### config.mk
export PLATFORM = sky130hd
export DESIGN_NAME = level_config_ctrl
export DESIGN_NICKNAME = d
export VERILOG_FILES = /design/src/rtl/level_config_ctrl.sv
export SDC_FILE = /design/constraint.sdc
export NUM_CORES = 1
export LEC_CHECK = 0
export ABC_AREA = 1
export BUFFER_PORTS_ARGS = -buffer_cell sky130_fd_sc_hd__buf_4
export CORE_ASPECT_RATIO = 1.2
export CORE_MARGIN = 4
export CORE_UTILIZATION = 45
export DETAILED_ROUTE_END_ITERATION = 16
export GPL_TIMING_DRIVEN = 0
export PLACE_DENSITY = 0.78
export SLEW_MARGIN = 20
export SYNTH_ARGS = -nofsm -noshare
export SYNTH_HDL_FRONTEND = slang
export SYNTH_SLANG_ARGS = --single-unit
### constraint.sdc
create_clock -name clk -period 4.2 [get_ports clk]
set_input_delay 0.63 -clock clk [delete_from_list [all_inputs] [get_ports clk]]
set_output_delay 0.63 -clock clk [all_outputs]
set_load 0.005 [all_outputs]
### src/rtl/level_config_ctrl.sv
// Difficulty-level selector for the Saper board: qualifies level buttons and holds the board geometry until restart.
// Optional macro LEVEL_RESELECT_EN allows re-selecting a different level while a configuration is active.
module level_config_ctrl #(
   parameter int NUM_LEVELS  = 3,
   parameter int HOLD_CYCLES = 4,
   parameter int CENTER_X    = 720,
   parameter int CENTER_Y    = 450,
   parameter logic [5*NUM_LEVELS-1:0] GRID_TBL  = {5'd16, 5'd10, 5'd8},
   parameter logic [7*NUM_LEVELS-1:0] CELL_TBL  = {7'd40, 7'd50, 7'd50},
   parameter logic [6*NUM_LEVELS-1:0] MINES_TBL = {6'd50, 6'd20, 6'd8}
) (
   input  logic                              clk,
   input  logic                              rst,
   input  logic [NUM_LEVELS-1:0]             btn_sel,
   input  logic                              game_restart,
   output logic [$clog2(NUM_LEVELS+1)-1:0]   level,
   output logic [5:0]                        mines,
   output logic [4:0]                        button_num,
   output logic [6:0]                        button_size,
   output logic [9:0]                        board_size,
   output logic [10:0]                       board_xpos,
   output logic [10:0]                       board_ypos,
   output logic                              cfg_valid,
   output logic                              level_enable
);

   localparam int LW = $clog2(NUM_LEVELS + 1);
   localparam int CW = $clog2(HOLD_CYCLES + 1);

   typedef enum logic [1:0] {IDLE, QUALIFY, LOAD, ACTIVE} state_t;

   state_t          state, state_n;
   logic [CW-1:0]   cnt, cnt_n;
   logic [LW-1:0]   cand, cand_n;
   logic [LW-1:0]   dec;

   logic [4:0]      tbl_grid;
   logic [6:0]      tbl_cell;
   logic [5:0]      tbl_mines;
   logic [11:0]     prod12;

   logic [LW-1:0]   level_n;
   logic [5:0]      mines_n;
   logic [4:0]      button_num_n;
   logic [6:0]      button_size_n;
   logic [9:0]      board_size_n;
   logic [10:0]     board_xpos_n;
   logic [10:0]     board_ypos_n;
   logic            cfg_valid_n;
   logic            level_enable_n;

   // Highest pressed button wins; no button decodes to level 0.
   always_comb begin
      dec = '0;
      for (int i = 0; i < NUM_LEVELS; i++) begin
         if (btn_sel[i]) dec = LW'(i + 1);
      end
   end

   // Table lookup for the candidate level; the product is kept at 12 bits so overflow can be flagged.
   always_comb begin
      int idx;
      idx       = (cand == '0) ? 0 : int'(cand) - 1;
      tbl_grid  = GRID_TBL[5*idx +: 5];
      tbl_cell  = CELL_TBL[7*idx +: 7];
      tbl_mines = MINES_TBL[6*idx +: 6];
      prod12    = {7'b0, tbl_grid} * {5'b0, tbl_cell};
   end

   always_ff @(posedge clk) begin
      if (rst) begin
         state <= IDLE;
         cnt   <= '0;
         cand  <= '0;
      end else begin
         state <= state_n;
         cnt   <= cnt_n;
         cand  <= cand_n;
      end
   end

   // Next-state logic; a failed shadow qualification falls back to the held configuration.
   always_comb begin
      state_n = state;
      cnt_n   = cnt;
      cand_n  = cand;
      case (state)
         IDLE: begin
            if (dec != '0) begin
               cand_n  = dec;
               cnt_n   = CW'(1);
               state_n = (HOLD_CYCLES == 1) ? LOAD : QUALIFY;
            end
         end
         QUALIFY: begin
            if (dec == cand) begin
               cnt_n = cnt + CW'(1);
               if (cnt == CW'(HOLD_CYCLES - 1)) state_n = LOAD;
            end else begin
               cnt_n   = '0;
               state_n = cfg_valid ? ACTIVE : IDLE;
            end
         end
         LOAD: begin
            cnt_n   = '0;
            state_n = ACTIVE;
         end
         ACTIVE: begin
`ifdef LEVEL_RESELECT_EN
            if (dec != '0 && dec != level) begin
               cand_n  = dec;
               cnt_n   = CW'(1);
               state_n = (HOLD_CYCLES == 1) ? LOAD : QUALIFY;
            end
`endif
         end
         default: state_n = IDLE;
      endcase
      if (game_restart) begin
         state_n = IDLE;
         cnt_n   = '0;
         cand_n  = '0;
      end
   end

   // Output next values: restart clears, LOAD captures the table entry, otherwise hold.
   always_comb begin
      level_n        = level;
      mines_n        = mines;
      button_num_n   = button_num;
      button_size_n  = button_size;
      board_size_n   = board_size;
      board_xpos_n   = board_xpos;
      board_ypos_n   = board_ypos;
      cfg_valid_n    = cfg_valid;
      level_enable_n = 1'b0;
      if (game_restart) begin
         level_n       = '0;
         mines_n       = '0;
         button_num_n  = '0;
         button_size_n = '0;
         board_size_n  = '0;
         board_xpos_n  = '0;
         board_ypos_n  = '0;
         cfg_valid_n   = 1'b0;
      end else if (state == LOAD) begin
         level_n        = cand;
         mines_n        = tbl_mines;
         button_num_n   = tbl_grid;
         button_size_n  = tbl_cell;
         board_size_n   = prod12[9:0];
         board_xpos_n   = 11'(CENTER_X) - {2'b00, prod12[9:1]};
         board_ypos_n   = 11'(CENTER_Y) - {2'b00, prod12[9:1]};
         cfg_valid_n    = 1'b1;
         level_enable_n = 1'b1;
      end
   end

   always_ff @(posedge clk) begin
      if (rst) begin
         level        <= '0;
         mines        <= '0;
         button_num   <= '0;
         button_size  <= '0;
         board_size   <= '0;
         board_xpos   <= '0;
         board_ypos   <= '0;
         cfg_valid    <= 1'b0;
         level_enable <= 1'b0;
      end else begin
         level        <= level_n;
         mines        <= mines_n;
         button_num   <= button_num_n;
         button_size  <= button_size_n;
         board_size   <= board_size_n;
         board_xpos   <= board_xpos_n;
         board_ypos   <= board_ypos_n;
         cfg_valid    <= cfg_valid_n;
         level_enable <= level_enable_n;
      end
   end

   // Table entries whose board would not fit in 10 bits are a configuration error.
   always_ff @(posedge clk) begin
      if (!rst && state == LOAD) begin
         assert (prod12 <= 12'd1023)
            else $error("level_config_ctrl: board size %0d exceeds 1023", prod12);
      end
   end

endmodule

==> metrics.yaml <==
clock_network:
  insertion_delay_ns: 0.29
  numCtsBuffers: 5
  clkTransAtPathRegs_ns: 0.08
  cts_sinks: 39
  htree_levels: 2
  cts_tree: "built"
  clk_path_buf_depth: 2
  root_buffer: "clkbuf_8"
worst_hold_path:
  hold_class: "reg -> reg"
logic_synthesis:
  yosys.area.top_type: "dfxtp_1"
  synth_adder_area_share_pct: 15.4
  synth_top_area_share_pct: 33.3
  yosysMostFrequentCell: "nand2_1"
  yosys_warnings: 0
  synth-xor-area-share_pct: 1.12
  synth.cell_area_mm2: 0.00234
  yosysSeqAreaShare_pct: 33.3
  synthSimpleGateAreaFrac_pct: 21.5
  yosysUniqueCellTypes: 39
  synthMuxAreaShare_pct: 0
  async_reset_ff_share_pct: 0
  synth-seq-cells: 39
  synth_compound_area_share_pct: 13.3
  synth_enable_flop_cells: 0
  synthFlopType: "dfxtp_1"
  syn_area_per_cell_um2: 7.95
  synthTopCellsByCount: "nand2_1, dfxtp_1, inv_1"
  ys_top_cells_by_area: "dfxtp_1, ha_1, nand2_1"
  synth_top_family_by_area: "simple AND/OR/NAND/NOR gates"
  synth_cells: 295
timing:
  hold_slack_ns: 0.456
  post-route-min-period_ns: 4.01
  hold_viol_final: 0
  setup_viol: 0
  clock-skew-final_ns: 0.00982
  period_share_pct: 95.4
  maxSlewViolCount: 0
  setup_tns_ns: 0
  fmax_mhz: 250
placed_design:
  gp_congestion: 0.911
  dpl.hpwl_mm: 4.06
  place_area_mm2: 0.00288
  numPortBuffers: 56
cells_and_area:
  area_growth_pct: 32.4
  register_area_um2: 782
  layout-drive-gt1-share_pct: 35.5
  fillers: 448
  diodes: 0
  fin_nets: 409
  multi_input_area_mm2: 0.00132
  fin_area_mm2: 0.00311
  final_core_utilization_pct: 62.4
outcome:
  status: "finished, final reports clean"
grt:
  antenna_found_initial: 0
  grt-ovfl-total: 0
  grt_start_max_net_pins: 13
  track_usage_pct: 17.3
  grt_pass1_vias: 2013
  grt_pass1_wl_mm: 8.77
floorplan:
  core_area_mm2: 0.00497
  fp.dieW_um: 73.9
  start_util_pct: 47.1
  die-area_mm2: 0.00643
  die_y_um: 87.1
  num_rows: 28
  io_pins: 60
detailed_routing:
  wire_per_inst_um: 12.5
  wirelength_mm: 5.46
  via_count: 2103
  drc: 0
  vias_per_cell: 4.81
  antenna_left: 0
  dr.pass1.iters: 4
  drtIter0Drc: 144
critical_path:
  cp_max_fo: 6
  end_kind: "register"
  cp.required_ns: 4.39
  cp.arrival_ns: 4.19
  path_class: "reg -> reg"
  crit_path_start_kind: "register"
power_and_ir_drop:
  peakVddDrop_mv: 0.169
  p_per_area_mw_per_mm2: 244
  p_leak_nw: 1.55
run:
  cap_violations: 0
registers in the layout (all words and copies together), names as in the netlist:
signal,cells
button_num,4
cnt,3
board_size,5
mines,4
level_enable,1
cand,2
cfg_valid,1
button_size,6
level,2
board_xpos,4
state,2
board_ypos,5
timing repair:
action / 4_1_cts / 5_1_grt
pin swaps: 0 / 6
gates cloned: 0 / 0
endpoints found under the setup margin: 4 / 4
setup buffers: 3 / 6
hold buffers: 0 / 0
gates resized for setup: 4 / 9
layer usage:
metal | share of wire [%] | global-route usage (%) | vias up | wire length [µm]
li1 | - | - | 1070 | -
met1 | 41 | 20.8 | 972 | 2240
met2 | 51 | 30.1 | 54 | 2810
met3 | 6.5 | 4.04 | 7 | 355
met4 | 0.99 | 5.27 | 0 | 54
met5 | 0 | 0 | - | 0
power by group:
| group | switching, mW | leakage (nW) | internal (mW) |
|---|---|---|---|
| logic | 0.0818 | 1.20 | 0.0545 |
| clock network | 0.128 | 0.0422 | 0.117 |
| registers | 0.00299 | 0.315 | 0.374 |
cells in the final DEF (no fill, tap or decap), drive strengths merged, types with 2 or more instances in the layout:
master and instances:
buf 92, nand2 62, dfxtp 39, inv 36, nor2 32, o21ai 25, ha 24, conb 12
nand3 12, a21oi 10, clkbuf 8, a22o 3, fa 3, o211ai 2, a31oi 2, xor2 2
or2 2, o31ai 2
metrics by stage:
stage | worst slack, ns | power, mW | std cells
floorplan | 0.211 | 0.476 | 305
global placement | -0.118 | 0.502 | 421
detailed placement | -0.201 | 0.505 | 421
CTS | 0.0553 | 0.751 | 432
global route | -0.0491 | 0.799 | 437
finish | 0.193 | 0.757 | 437
cells by family after synthesis:
group | Yosys count
AND/OR/NAND/NOR | 110
other | 2
flip-flops | 39
XOR/XNOR | 3
buffers and inverters | 66
adder cells (fa/ha/maj) | 27
AO/OA/AOI/OAI | 48
critical path, cell delays in order (launching register included):
cell	delay (ns)
dfxtp_2	0.33
buf_8	0.13
nand2_8	0.06
clkinvlp_4	0.12
buf_6	0.14
ha_4	0.17
ha_4	0.29
nand3b_1	0.14
nand2_1	0.07
o211ai_1	0.10
o31ai_2	0.10
inv_2	0.07
nor2_1	0.05
ha_1	0.28
ha_1	0.27
inv_1	0.05
fa_1	0.52
inv_1	0.06
ha_4	0.15
nor2_1	0.10
nand3_1	0.10
a21oi_2	0.21
inv_1	0.08
nand2_2	0.09
nand3_1	0.08
nand2_1	0.07
nand2_1	0.04
layout make-up:
class | count | area share, %
buffer | 28 | 6.77
clock buffer | 7 | 2.46
clock inverter | 1 | 0.161
inverter | 37 | 4.75
multi-input combinational | 200 | 42.4
sequential | 39 | 25.2
tap | 60 | 2.42
timing repair buffer | 65 | 15.8
worst paths after layout:
kind	start	end	slack (ns)	cells past startpoint
setup / recovery	cand[1]	board_ypos[9]	0.19	26
setup reg to reg	cand[1]	board_ypos[9]	0.19	26
hold / removal	button_num[2]	button_num[2]	0.46	2
hold reg to reg	button_num[2]	button_num[2]	0.46	2
Note: power is estimated with default switching activity, not from simulation.
